`src/rtl/seg7_pkg.sv`:
```
// Purpose: shared seven-segment code table and pattern-to-nibble decode helper.
// Latency: n/a (constants and a combinational function only).
// Backpressure: none; also imported by the LED encoder side.
package seg7_pkg;

  // Index of the decimal-point line within the 8-bit segment bus.
  localparam int SEG_DP = 7;

  // Legal 7-bit patterns, segment a on bit 0 through g on bit 6.
  localparam logic [6:0] SEG_0 = 7'h3F;
  localparam logic [6:0] SEG_1 = 7'h06;
  localparam logic [6:0] SEG_2 = 7'h5B;
  localparam logic [6:0] SEG_3 = 7'h4F;
  localparam logic [6:0] SEG_4 = 7'h66;
  localparam logic [6:0] SEG_5 = 7'h6D;
  localparam logic [6:0] SEG_6 = 7'h7D;
  localparam logic [6:0] SEG_7 = 7'h07;
  localparam logic [6:0] SEG_8 = 7'h7F;
  localparam logic [6:0] SEG_9 = 7'h6F;
  localparam logic [6:0] SEG_A = 7'h77;
  localparam logic [6:0] SEG_B = 7'h7C;
  localparam logic [6:0] SEG_C = 7'h39;
  localparam logic [6:0] SEG_D = 7'h5E;
  localparam logic [6:0] SEG_E = 7'h79;
  localparam logic [6:0] SEG_F = 7'h71;

  // Returns {legal, nibble}; unknown patterns give {0, 4'h0}.
  function automatic logic [4:0] seg_to_nibble(input logic [6:0] seg);
    logic [4:0] res;
    res = 5'h00;
    case (seg)
      SEG_0: res = {1'b1, 4'h0};
      SEG_1: res = {1'b1, 4'h1};
      SEG_2: res = {1'b1, 4'h2};
      SEG_3: res = {1'b1, 4'h3};
      SEG_4: res = {1'b1, 4'h4};
      SEG_5: res = {1'b1, 4'h5};
      SEG_6: res = {1'b1, 4'h6};
      SEG_7: res = {1'b1, 4'h7};
      SEG_8: res = {1'b1, 4'h8};
      SEG_9: res = {1'b1, 4'h9};
      SEG_A: res = {1'b1, 4'hA};
      SEG_B: res = {1'b1, 4'hB};
      SEG_C: res = {1'b1, 4'hC};
      SEG_D: res = {1'b1, 4'hD};
      SEG_E: res = {1'b1, 4'hE};
      SEG_F: res = {1'b1, 4'hF};
      default: res = 5'h00;
    endcase
    return res;
  endfunction

endpackage

```
`src/rtl/seg7_pattern_decode.sv`:
```
// Purpose: decode one 7-bit segment pattern to a hex nibble plus legality flag.
// Latency: combinational, zero cycles.
// Backpressure: none.
module seg7_pattern_decode
  import seg7_pkg::*;
(
  input  logic [6:0] seg,
  output logic       legal,
  output logic [3:0] nibble
);

  // Table lookup shared with the encoder through the package.
  always_comb begin
    {legal, nibble} = seg_to_nibble(seg);
  end

endmodule

```
`src/rtl/seg7_scan_decoder.sv`:
```
// Purpose: sample a multiplexed 7-seg bus, debounce each digit dwell, rebuild the DIGITS-nibble word.
// Latency: last digit pins stable at edge k -> frameValid after edge k+STABLE_CYCLES+1.
// Backpressure: none; one frame strobe per completed scan. Option macro: DP_CAPTURE_EN (dp capture).
module seg7_scan_decoder
  import seg7_pkg::*;
#(
  parameter int DIGITS         = 4,
  parameter int STABLE_CYCLES  = 4,
  parameter int SEG_ACTIVE_LOW = 0
) (
  input  logic                  clk,
  input  logic                  rst,
  input  logic [7:0]            segIn,
  input  logic [DIGITS-1:0]     digEn,
  output logic [4*DIGITS-1:0]   value,
  output logic                  frameValid,
  output logic                  frameErr,
  output logic                  badPattern,
  output logic [DIGITS-1:0]     dpOut
);

  localparam int CW = $clog2(STABLE_CYCLES + 1);
  localparam logic [CW-1:0] CNT_MAX  = CW'(STABLE_CYCLES);
  // Capture fires on the cycle whose increment lands the counter on STABLE_CYCLES-1.
  localparam logic [CW-1:0] CNT_FIRE = CW'(STABLE_CYCLES - 2);
`ifdef DP_CAPTURE_EN
  localparam logic DP_KEEP = 1'b1;
`else
  localparam logic DP_KEEP = 1'b0;
`endif

  logic [7:0]          seg_q, seg_d, prev_seg_q, prev_seg_d;
  logic [DIGITS-1:0]   en_q, en_d, prev_en_q, prev_en_d;
  logic [CW-1:0]       cnt_q, cnt_d;
  logic [4*DIGITS-1:0] slot_q, slot_d, value_q, value_d;
  logic [DIGITS-1:0]   mask_q, mask_d;
  logic                err_q, err_d, done_q, done_d;
  logic                fv_q, fv_d, ferr_q, ferr_d, bad_q, bad_d;
  logic [7:0]          seg_cmp;
  logic                same, one_hot, fire, legal;
  logic [3:0]          nibble;

  seg7_pattern_decode u_decode (
    .seg    (seg_cmp[6:0]),
    .legal  (legal),
    .nibble (nibble)
  );

  // Polarity fix-up, dp masking, dwell stability and one-hot qualification.
  always_comb begin
    seg_cmp    = ((SEG_ACTIVE_LOW != 0) ? ~seg_q : seg_q) & {DP_KEEP, 7'h7F};
    same       = (seg_cmp == prev_seg_q) && (en_q == prev_en_q);
    one_hot    = (en_q != '0) && ((en_q & (en_q - DIGITS'(1))) == '0);
    fire       = same && (cnt_q == CNT_FIRE) && one_hot;
    seg_d      = segIn;
    en_d       = digEn;
    prev_seg_d = seg_cmp;
    prev_en_d  = en_q;
    cnt_d      = '0;
    if (same) begin
      cnt_d = (cnt_q == CNT_MAX) ? cnt_q : cnt_q + CW'(1);
    end
  end

  // Slot writes, frame mask/error accumulation and output staging.
  always_comb begin
    slot_d = slot_q;
    for (int i = 0; i < DIGITS; i++) begin
      if (fire && en_q[i]) begin
        slot_d[4*i +: 4] = nibble;
      end
    end
    // A completed frame clears the mask on the output edge; a capture on that edge starts the next frame.
    mask_d  = (done_q ? '0 : mask_q) | (fire ? en_q : '0);
    err_d   = (done_q ? 1'b0 : err_q) | (fire && !legal);
    done_d  = fire && (mask_d == {DIGITS{1'b1}});
    bad_d   = fire && !legal;
    fv_d    = done_q;
    value_d = done_q ? slot_q : value_q;
    ferr_d  = done_q ? err_q : ferr_q;
  end

  // Main state registers with synchronous reset.
  always_ff @(posedge clk) begin
    if (rst) begin
      seg_q      <= '0;
      en_q       <= '0;
      prev_seg_q <= '0;
      prev_en_q  <= '0;
      cnt_q      <= '0;
      slot_q     <= '0;
      mask_q     <= '0;
      err_q      <= 1'b0;
      done_q     <= 1'b0;
      value_q    <= '0;
      fv_q       <= 1'b0;
      ferr_q     <= 1'b0;
      bad_q      <= 1'b0;
    end else begin
      seg_q      <= seg_d;
      en_q       <= en_d;
      prev_seg_q <= prev_seg_d;
      prev_en_q  <= prev_en_d;
      cnt_q      <= cnt_d;
      slot_q     <= slot_d;
      mask_q     <= mask_d;
      err_q      <= err_d;
      done_q     <= done_d;
      value_q    <= value_d;
      fv_q       <= fv_d;
      ferr_q     <= ferr_d;
      bad_q      <= bad_d;
    end
  end

`ifdef DP_CAPTURE_EN
  logic [DIGITS-1:0] dp_slot_q, dp_slot_d, dp_q, dp_d;

  // Per-digit decimal-point capture and presentation with each frame.
  always_comb begin
    dp_slot_d = dp_slot_q;
    for (int i = 0; i < DIGITS; i++) begin
      if (fire && en_q[i]) begin
        dp_slot_d[i] = seg_cmp[SEG_DP];
      end
    end
    dp_d = done_q ? dp_slot_q : dp_q;
  end

  // Decimal-point registers.
  always_ff @(posedge clk) begin
    if (rst) begin
      dp_slot_q <= '0;
      dp_q      <= '0;
    end else begin
      dp_slot_q <= dp_slot_d;
      dp_q      <= dp_d;
    end
  end

  assign dpOut = dp_q;
`else
  assign dpOut = '0;
`endif

  assign value      = value_q;
  assign frameValid = fv_q;
  assign frameErr   = ferr_q;
  assign badPattern = bad_q;

endmodule

```
`config.mk`:
```
export PLATFORM = sky130hd
export DESIGN_NAME = seg7_scan_decoder
export DESIGN_NICKNAME = d
export VERILOG_FILES = /design/src/rtl/seg7_pkg.sv /design/src/rtl/seg7_pattern_decode.sv /design/src/rtl/seg7_scan_decoder.sv
export SDC_FILE = /design/constraint.sdc
export NUM_CORES = 1
export LEC_CHECK = 0
export ABC_AREA = 1
export CORE_ASPECT_RATIO = 1.2
export CORE_UTILIZATION = 30
export DETAILED_ROUTE_END_ITERATION = 12
export GPL_TIMING_DRIVEN = 0
export PLACE_DENSITY_LB_ADDON = 0.12
export RECOVER_POWER = 25
export SETUP_SLACK_MARGIN = 0.02
export SKIP_CTS_REPAIR_TIMING = 1
export SYNTH_ARGS = -nofsm -noshare
export SYNTH_HDL_FRONTEND = slang
export SYNTH_SLANG_ARGS = --single-unit
```
`constraint.sdc`:
```
create_clock -name clk -period 1.53 [get_ports clk]
set_input_delay 0.459 -clock clk [delete_from_list [all_inputs] [get_ports clk]]
set_output_delay 0.459 -clock clk [all_outputs]
set_load 0.01 [all_outputs]
```
Word-level counts from Yosys, hierarchy flattened
Cells that the tools add are included.
{ "classes": {"bitwise_logic": 4, "n_shift": 0, "multipliers": 0, "eq_ne": 21, "n_div": 0, "n_lt_le_gt_ge": 0, "n_reduce_logical": 14, "add_sub_neg": 2, "muxes": 4} }
{ "ops": {"columns": ["operator", "n"], "rows": [
  ["$eq 7x7->1 const B", 12],
  ["$pmux 5 s16", 1],
  ["$eq 7x3->1 const B", 2],
  ["$eq 7x6->1 const B", 2],
  ["$logic_and 1x1->1", 10],
  ["$eq 7x8->1", 1],
  ["$mux 4", 2],
  ["$and 4x4->4", 1],
  ["$eq 4x4->1", 1],
  ["$eq 4x4->1 const B", 1],
  ["$logic_not 4->1", 1],
  ["$or 4x4->4", 1],
  ["$reduce_bool 4->1", 1],
  ["$sub 4x1->4 const B", 1],
  ["$add 3x1->3 const B", 1],
  ["$eq 3x2->1 const B", 1],
  ["$eq 3x3->1 const B", 1],
  ["$reduce_or 2->1", 1],
  ["$logic_not 1->1", 1],
  ["$mux 1", 1],
  ["$not 1->1", 1],
  ["$or 1x1->1", 1]
]} }
{ "totals": {"ramBits": 0, "elab_cells": 62, "in_bits": 14, "out_inout_bits": 23, "romBits": 0, "memories": 0, "latch_bits": 0, "regBits": 67} }

Depth between registers and ports, before layout
{ "depth": {"word_depth": 9, "mapped_depth": 11, "depth_no_buf": 11} }

Hierarchy
Synthesis repeated with hierarchy kept, for this count alone.
{ "unflattened": {"cells_unflattened": 383, "area_unflattened_um2": 2757.6} }
{ "modules_own_cells": {"columns": ["module", "seq_area_each_um2", "instances", "cells_per_inst", "area_each_um2"], "rows": [
  ["seg7_scan_decoder", 1321.3, 1, 316, 2466.1],
  ["seg7_pattern_decode", 0.0, 1, 67, 291.5]
]} }

Least setup slack after synthesis
OpenSTA, ideal clock, no wires.
{ "synth_path": {"kind": "input to register", "start": "in rst", "end": "reg ferr_q, in the netlist frameErr", "slack_ps": 77, "setup_time_ps": 60, "stages": 5, "n_path_buf": 2, "t_arrival_ps": 1393, "required_ps": 1470, "path_cell_list": "clkbuf_1 > nor2_1 > clkbuf_1 > nand2_1 > nand2_1"} }
{ "synth_rtl": {"columns": ["item", "line_no", "text"], "rows": [
  ["from (decl)", "seg7_scan_decoder.sv:12", "input logic rst,"],
  ["to (signal assigned)", "seg7_scan_decoder.sv:111", "ferr_q <= ferr_d;"],
  ["to (decl)", "seg7_scan_decoder.sv:38", "logic fv_q, fv_d, ferr_q, ferr_d, bad_q, bad_d;"]
]} }

Final worst setup path
{ "layout_path": {"start": "reg seg_q[5]", "end": "reg slot_q[9]"} }
{ "layout_between": {"elab_chain_cells": 5, "elab_cells_between_ends": 22, "classes_between": "17 x eq/ne; 1 x mux; 4 x reduce/logical"} }
{ "layout_rtl": {"columns": ["item", "line_no", "text"], "rows": [
  ["from (decl)", "seg7_scan_decoder.sv:32", "logic [7:0] seg_q, seg_d, prev_seg_q, prev_seg_d;"],
  ["from (signal assigned)", "seg7_scan_decoder.sv:100", "seg_q <= seg_d;"],
  ["branches (longest 5 deep; another with $pmux 5 s16)", null, null],
  ["to (signal assigned)", "seg7_scan_decoder.sv:105", "slot_q <= slot_d;"],
  ["to (decl)", "seg7_scan_decoder.sv:35", "logic [4*DIGITS-1:0] slot_q, slot_d, value_q, value_d;"]
]} }
Parallel ways; which one is timed is not known.
A chain may end at the register's enable or synchronous reset.

==> impl.org <==
** Synth
- Ys Warns :: 0
- Cells after synthesis :: 368
- Top cell type by total area after synthesis :: sky130_fd_sc_hd__dfxtp_1
- After synthesis, the cell types taking the most area are sky130_fd_sc_hd__dfxtp_1 49%, sky130_fd_sc_hd__nand2_1 12%, sky130_fd_sc_hd__nor2_1 9.5%, sky130_fd_sc_hd__nand3_1 6.2%, sky130_fd_sc_hd__inv_1 5.0%.
- Seq/Total Area, Yosys :: 49.3%
- Syn avg cell area :: 7.29 sq um
- In this run, distinct cell masters in the synthesized netlist total 25.
- Share of Yosys cell area claimed by the top area cell type :: 49.3%
- Count of state elements after synthesis :: 66
- Cell area after synthesis :: 2680 sq um

** Clock tree
- The clock net in this run drives a total of 66 sinks.
- Worst-path clk slew :: 0.08 ns
- TritonCTS built the clock tree.
- Counting along the longest clock path gives a buffer depth of 2.
- Buffers inserted during clock tree synthesis total 9.
- At the later pin of the worst-skew pair, clock insertion delay measures 0.35 ns.
- Clock Root Buffer :: sky130_fd_sc_hd__clkbuf_8
- The H-tree generated during clock tree synthesis spans 3 levels.

** Cells and area
- The area growth from synthesis to layout is 36.1%.
- After the last flow step, the layout net total stands at 436.
- Summing all multi-input logic gate instances after layout gives 1240 sq um.
- The number of antenna diodes in the final layout is 0.
- Summing all non-filler instances in the final layout gives an area of 3650 sq um.
- Register Area :: 1340 sq um
- The count of cells in the finished layout, fillers not included, comes to 541.
- At the end of the flow the core is filled with cells to 42.4%.
- The post-route netlist has 16.5% of its cells at a drive strength greater than 1.
- Counting the fill cells in the layout gives 957.

** Detailed routing
- Vias per std cell :: 4.34
- DRC violation count after routing :: 0
- Before antenna repair, the detailed router went through 4 iterations.
- Wire length per cell after detailed routing :: 10.9 um
- Detailed Route Iter0 Violations :: 71
- Final antenna-violating net count :: 0
- Final routed wirelength across all metal layers :: 5.90 mm
- Across all layers, the routed design uses 2,347 vias.

** Timing
- At the pin with the least slew margin, the transition time is 0.504 ns.
- Setup violations remaining at the end of the flow were counted as 12.
- Highest clock rate :: 0.607 GHz
- Post-route minimum period :: 1.65 ns
- Number of failing hold endpoints at the final stage :: 0
- Ratio of final minimum period to clock period :: 108%
- The final count of pins violating max slew came to 0.
- Worst setup skew after layout :: 0.0103 ns
- Worst slew slack as a fraction of its limit :: 66.4%
- Once routing completed, OpenROAD measured the worst setup slack at -0.117 ns.
- Setup repair after global routing could not meet its margin everywhere.

** Worst setup path
- STA puts the critical path data arrival time at 1.94 ns.
- Counting both buffers and inverters, the worst setup path holds a total of 2.
- CP Data Required Time :: 1.82 ns
- Type of element capturing the critical path :: flop
- The critical path is of the flop to flop type.
- Startpoint class of the critical path :: flop
- The largest single stage delay on the critical path is 0.39 ns.
- Critical path's top delay family :: simple AND/OR/NAND/NOR gates
- Walking the worst path, the cells encountered are inv_4 -> nand2_1 -> nand2_1 -> nor2_2 -> nand2_2 -> nor2_4 -> nand3_4 -> buf_12 -> nor2_4 -> o21ai_2 -> nor2_1.
- Peak fanout along the critical path :: 6
- Critical-path cell with the highest stage delay :: sky130_fd_sc_hd__dfxtp_4

** Run status
- Violations in the final reports :: setup timing
- Status :: finished with violations

** GRT
- Vias in the first global route :: 2,131
- Maximum number of pins on one net before global-route repair :: 13
- Overall track demand over capacity in global routing :: 14.1%
- Overall overflow remaining after global route :: 0
- Wire length of the first global-routing pass :: 9.84 mm
- Initial antenna violation count :: 0

** Placed design
- Total half-perimeter wirelength after legalization and detailed placement :: 4.11 mm
- Port Buffer Count :: 30
- Routability-driven placement finished with a final weighted congestion of 0.949.
- After detailed placement, the total cell area comes to 3140 sq um.
- Number of placed cells counting well taps :: 518

** Job
- Across the run, the number of max-cap violations was 0.

** Power and ir drop
- P_leak :: 1.99 nW
- Switch share :: 21.4%
- Power per cell area :: 1090 nW/um^2
- The internal portion of the total power is 0.00312 W.
- VDD sags by at most 0.000399 V.
- In this run, the clock network consumes 50.2% of the power.
- Flop pwr share :: 44.6%
- Summing internal, switching and leakage power gives 0.00397 W.
- For this design the total switching power over the nets is 0.000849 W.
- Per report_power, the combinational group accounts for 5.2% of the total.

** Floorplan
- Floorplan die area :: 9330 sq um
- Floorplan Core Area :: 8610 sq um
- The initialized floorplan defines 37 standard-cell rows.
- Die W :: 88.3 um
- Initial core utilization :: 31.2%
- Die Height :: 106 um
- I/O Pins :: 37

** Hold path
- The worst hold path belongs to the class flop to flop.
[power by group through the flow]
stage          Combinational (W)  Sequential, W  Clock (W)
2_1_floorplan           0.000126        0.00180          0
3_3_place_gp            0.000185        0.00181          0
3_5_place_dp            0.000187        0.00181          0
4_1_cts                 0.000187        0.00177    0.00204
5_1_grt                 0.000233        0.00178    0.00211
6_report                0.000207        0.00177    0.00199
[worst reg2reg max path: stages, from the launching register on]
cell,delay (ns)
sky130_fd_sc_hd__dfxtp_4,0.39
sky130_fd_sc_hd__inv_4,0.03
sky130_fd_sc_hd__nand2_1,0.04
sky130_fd_sc_hd__nand2_1,0.05
sky130_fd_sc_hd__nor2_2,0.15
sky130_fd_sc_hd__nand2_2,0.09
sky130_fd_sc_hd__nor2_4,0.17
sky130_fd_sc_hd__nand3_4,0.15
sky130_fd_sc_hd__buf_12,0.17
sky130_fd_sc_hd__nor2_4,0.14
sky130_fd_sc_hd__o21ai_2,0.07
sky130_fd_sc_hd__nor2_1,0.12
[layout make-up]
| class | instances | area share, % |
|---|---|---|
| buffer | 13 | 1.82 |
| clock inverter | 6 | 3.77 |
| multi-input combinational | 252 | 34.0 |
| clock buffer | 10 | 3.77 |
| sequential | 66 | 36.6 |
| timing repair buffer | 37 | 11.5 |
| tap | 117 | 4.01 |
| inverter | 40 | 4.42 |
[synthesized netlist by cell type, drive strengths merged]
library cell	n
a21oi	8
and2	1
and3	1
buf	8
clkbuf	5
clkinv	1
conb	1
dfxtp	66
ha	3
inv	39
nand2	86
nand3	34
nand3b	1
nand4	5
nor2	75
nor3	7
o21ai	20
xnor2	6
xor2	1
[placed cells by master, fill, tap and decap left out, drive strengths merged, types with 6 or more instances in the layout]
master         instances
clkbuf                15
buf                   15
xnor2                  6
dlymetal6s2s          19
dfxtp                 66
clkdlybuf4s50         11
nand3                 34
inv                   39
nor2                  75
o21ai                 20
nor3                   7
nand2                 86
a21oi                  8
[stage by stage]
stage | TNS (ns) | setup slack [ns] | hold slack, ns
global placement | -17.70 | -0.474 | 0.430
floorplan | 0 | 0.0774 | 0.414
CTS | -9.77 | -0.272 | 0.449
detailed placement | -18.86 | -0.487 | 0.430
global route | -3.14 | -0.235 | 0.466
finish | -0.879 | -0.117 | 0.444
[kinds of logic (layout without fill, tap and decap cells)]
kind of cell,Yosys count,after routing,share of synthesized area [%]
flops,66,66,49.3
compound gates,28,28,5.36
other cells,1,4,0.140
simple gates,210,210,33.6
fa+ha+maj,3,3,1.40
buf+inv,53,106,7.98
xor+xnor,7,7,2.29
[path summary, 6_finish.rpt]
| path | cells after the start | endpoint | slack [ns] | start |
|---|---|---|---|---|
| worst max-delay path | 11 | slot_q[9] | -0.12 | seg_q[5] |
| worst min-delay path | 2 | value[1] | 0.44 | slot_q[1] |
| worst max register to register | 11 | slot_q[9] | -0.12 | seg_q[5] |
| worst min register to register | 2 | value[1] | 0.44 | slot_q[1] |
[per-layer routing]
layer	part of all wire [%]	global-route usage, %	wire [um]
met1	47	17.7	2780
met2	48	21.3	2810
met3	3.0	3.29	175
met4	2.3	8.64	136
met5	0	0	0
[state kept, by name, summed over array words and instances (netlist names)]
signal	flops
badPattern	1
frameValid	1
prev_seg_q	7
seg_q	7
frameErr	1
en_q	4
err_q	1
done_q	1
mask_q	4
cnt_q	3
slot_q	16
value	16
prev_en_q	4
Note: power is estimated with default switching activity, not from simulation.
==> edit (config.mk and constraints unchanged) <==
Register the output `value` once more, without a reset; this adds one clock of latency there. The other outputs are not delayed to match.
--- a/src/rtl/seg7_scan_decoder.sv
+++ b/src/rtl/seg7_scan_decoder.sv
@@ -143,7 +143,9 @@
   assign dpOut = '0;
 `endif
 
-  assign value      = value_q;
+  always_ff @(posedge clk) begin
+    value <= value_q;
+  end
   assign frameValid = fv_q;
   assign frameErr   = ferr_q;
   assign badPattern = bad_q;
Formal check against the unedited RTL: no difference found for any inputs over 10 cycles, from zero or initial values and one cycle with rst high; that may be too few to reach the edited logic, so the function may still have changed.
==> edit against the unedited design <==
- the flow still finishes with violations (negative setup slack)
- sequential share of layout area is 4.4 points higher
- total power is 12% higher
- routed wire length grew 1.9%
- sequential cell count up 16
- setup slack improved by 0.075 ns
- area after synthesis increased by 12%
- non-clock buffer count up 6
- cell area increased by 10%
- combinational power grew 11%
- critical endpoint is now slot_q[5]
- highest routed layer unchanged
==> edit: results (changes against the unedited design) <==
* Failing checks: negative setup slack
* Primary FF master, synth: dfxtp_1
* PortBufs at 30 (unchanged)
* Initial antenna violation count at 0 (unchanged)
* Inserted Clock Buffers at 9 (unchanged)
* DRT Pass-1 Iters at 4 (unchanged)
* Routed vias at 2461 (+4.9%)
* # nets final at 457 (+4.8%)
* End of the critical path: slot_q[5]
* Worst-path fanout max at 6 (unchanged)
* Warnings from Yosys at 0 (unchanged)
* Worst R2R End: slot_q[5]
* Met2 Use GR at 0.197 (-0.0166)
* Worst hold-check path type: flip-flop to flip-flop
* Post-synth top cells: 86 x nand2_1, 82 x dfxtp_1, 70 x nor2_1
* Met3 GRT Util at 0.0355 (+0.00263)
* Sequential-to-total area share from yosys stat at 0.547 (+0.0546)
* VDD IR max at 0.000455 V (+14%)
* First-pass GRT wire length at 10300 µm (+4.6%)
* Fraction of layout cells with a size suffix above 1 at 0.189 (+0.0237)
* Largest net degree at the start of global routing at 16 (+3)
* Number of global-route vias before repair at 2221 (+4.2%)
* Biggest regs: slot_q x16, value x16, value_q x16
* Worst slew margin at 0.656 (-0.00803)
* Most area-consuming cells after synthesis: dfxtp_1 55%, nand2_1 11%, nor2_1 8.8%
* Routability congestion estimate at 0.870 (-8.3%)
* CP Launch Point: seg_q[5]
* GRT Util Overall at 0.127 (-0.0138)
* GR Layer Usage met1 at 0.164 (-0.0131)
* P_leak at 2.12 nW (+6.7%)
* 1st-iter DRT viols at 97 (+37%)
* Average wire per standard cell at 10.6 µm (-3.0%)
* Pre-CTS setup slack at -0.383 ns (+0.104 ns)
* Status: finished, violations left
* Synth unique cells at 26 (+4.0%)
* Crit path arrival time at 1.80 ns (-0.14 ns)
* FILL cells at 975 (+1.9%)
* Clk_lat worst skew at 0.33 ns (-0.02 ns)
* Reg2reg path depth at 11 (unchanged)
* N_diodes at 0 (unchanged)
* Final worst slack at -0.0417 ns (+0.0751 ns)
* Max Buffers Root-to-Sink at 2 (unchanged)
* Setup Viol. Count Final at 4 (-8)
* H-tree levels at 3 (unchanged)
* Clk root buf: clkbuf_16
* Post-synth ARST share at 0 (unchanged)
* Worst-path clk slew at 0.06 ns (-0.02 ns)
* Max Clock Skew at 0.00542 ns (-0.00484 ns)
* DP Wirelength at 4150 µm (+1.1%)
edit: cell count changes after synthesis:
cell	before	now
nor2_1	68	70
nand4_1	5	6
a21oi_1	8	7
inv_1	36	35
dfxtp_1	66	82
nand3_1	33	30
a22oi_1	0	1
edit: worst min path at each step:
stage,from,to,slack (ns),cells past startpoint
after detailed placement,value_q[15],value[15],0.34,0
after global placement,value_q[14],value[14],0.34,0
final,value_q[7],value[7],0.35,0
after global routing,value_q[10],value[10],0.36,0
after CTS,value_q[2],value[2],0.35,0
after floorplan,value_q[0],value[0],0.33,0
edit: cell type report:
cell class              instances  area (µm²)  share of cell area
flip-flops and latches         82        1650               0.410
multi-input cells             252        1260               0.312
repair buffers                 43         453               0.112
clock buffers                  10         239              0.0593
inverters                      39         155              0.0385
well taps                     123         154              0.0382
plain buffers                  13        66.3              0.0165
clock inverters                 6        50.0              0.0124
edit: metal layers:
layer  wire, µm  part of all wire  vias up
met5          0                 0        -
met4        159             0.026        0
met3        216             0.036       13
met2       2790              0.47       51
met1       2840              0.47     1090
li1           -                 -     1307
edit: report_power, final:
group	total (mW)	internal, mW	switching, mW
Combinational	0.230	0.0996	0.131
Sequential	2.19	2.16	0.0278
Clock	2.03	1.16	0.872
edit: cells by family after synthesis:
family                   after synthesis  synth area share
AO/OA/AOI/OAI                         28            0.0488
XOR/XNOR                               7            0.0204
adder cells (fa/ha/maj)                3            0.0125
buffers and inverters                 52            0.0701
flip-flops                            82             0.547
other                                  1           0.00125
AND/OR/NAND/NOR                      210             0.300
edit: metrics by stage:
stage / cell area, µm² / TNS [ns] / std cells
final: 4030 / -0.0932 / 568
after global routing: 4030 / -2.52 / 568
after CTS: 3750 / -5.44 / 555
after detailed placement: 3470 / -12.02 / 539
after global placement: 3470 / -11.86 / 539
after floorplan: 3010 / 0 / 386
edit: critical path, stage by stage (launching register included):
cell and delay, ns:
dfxtp_4 0.37, inv_4 0.04, nand2_2 0.05, nand2_2 0.06, nor2_4 0.10, nand2_2 0.07
nor2_4 0.19, nand3_4 0.16, nor2_4 0.18, inv_2 0.08, nor2_1 0.10, nor2_1 0.05
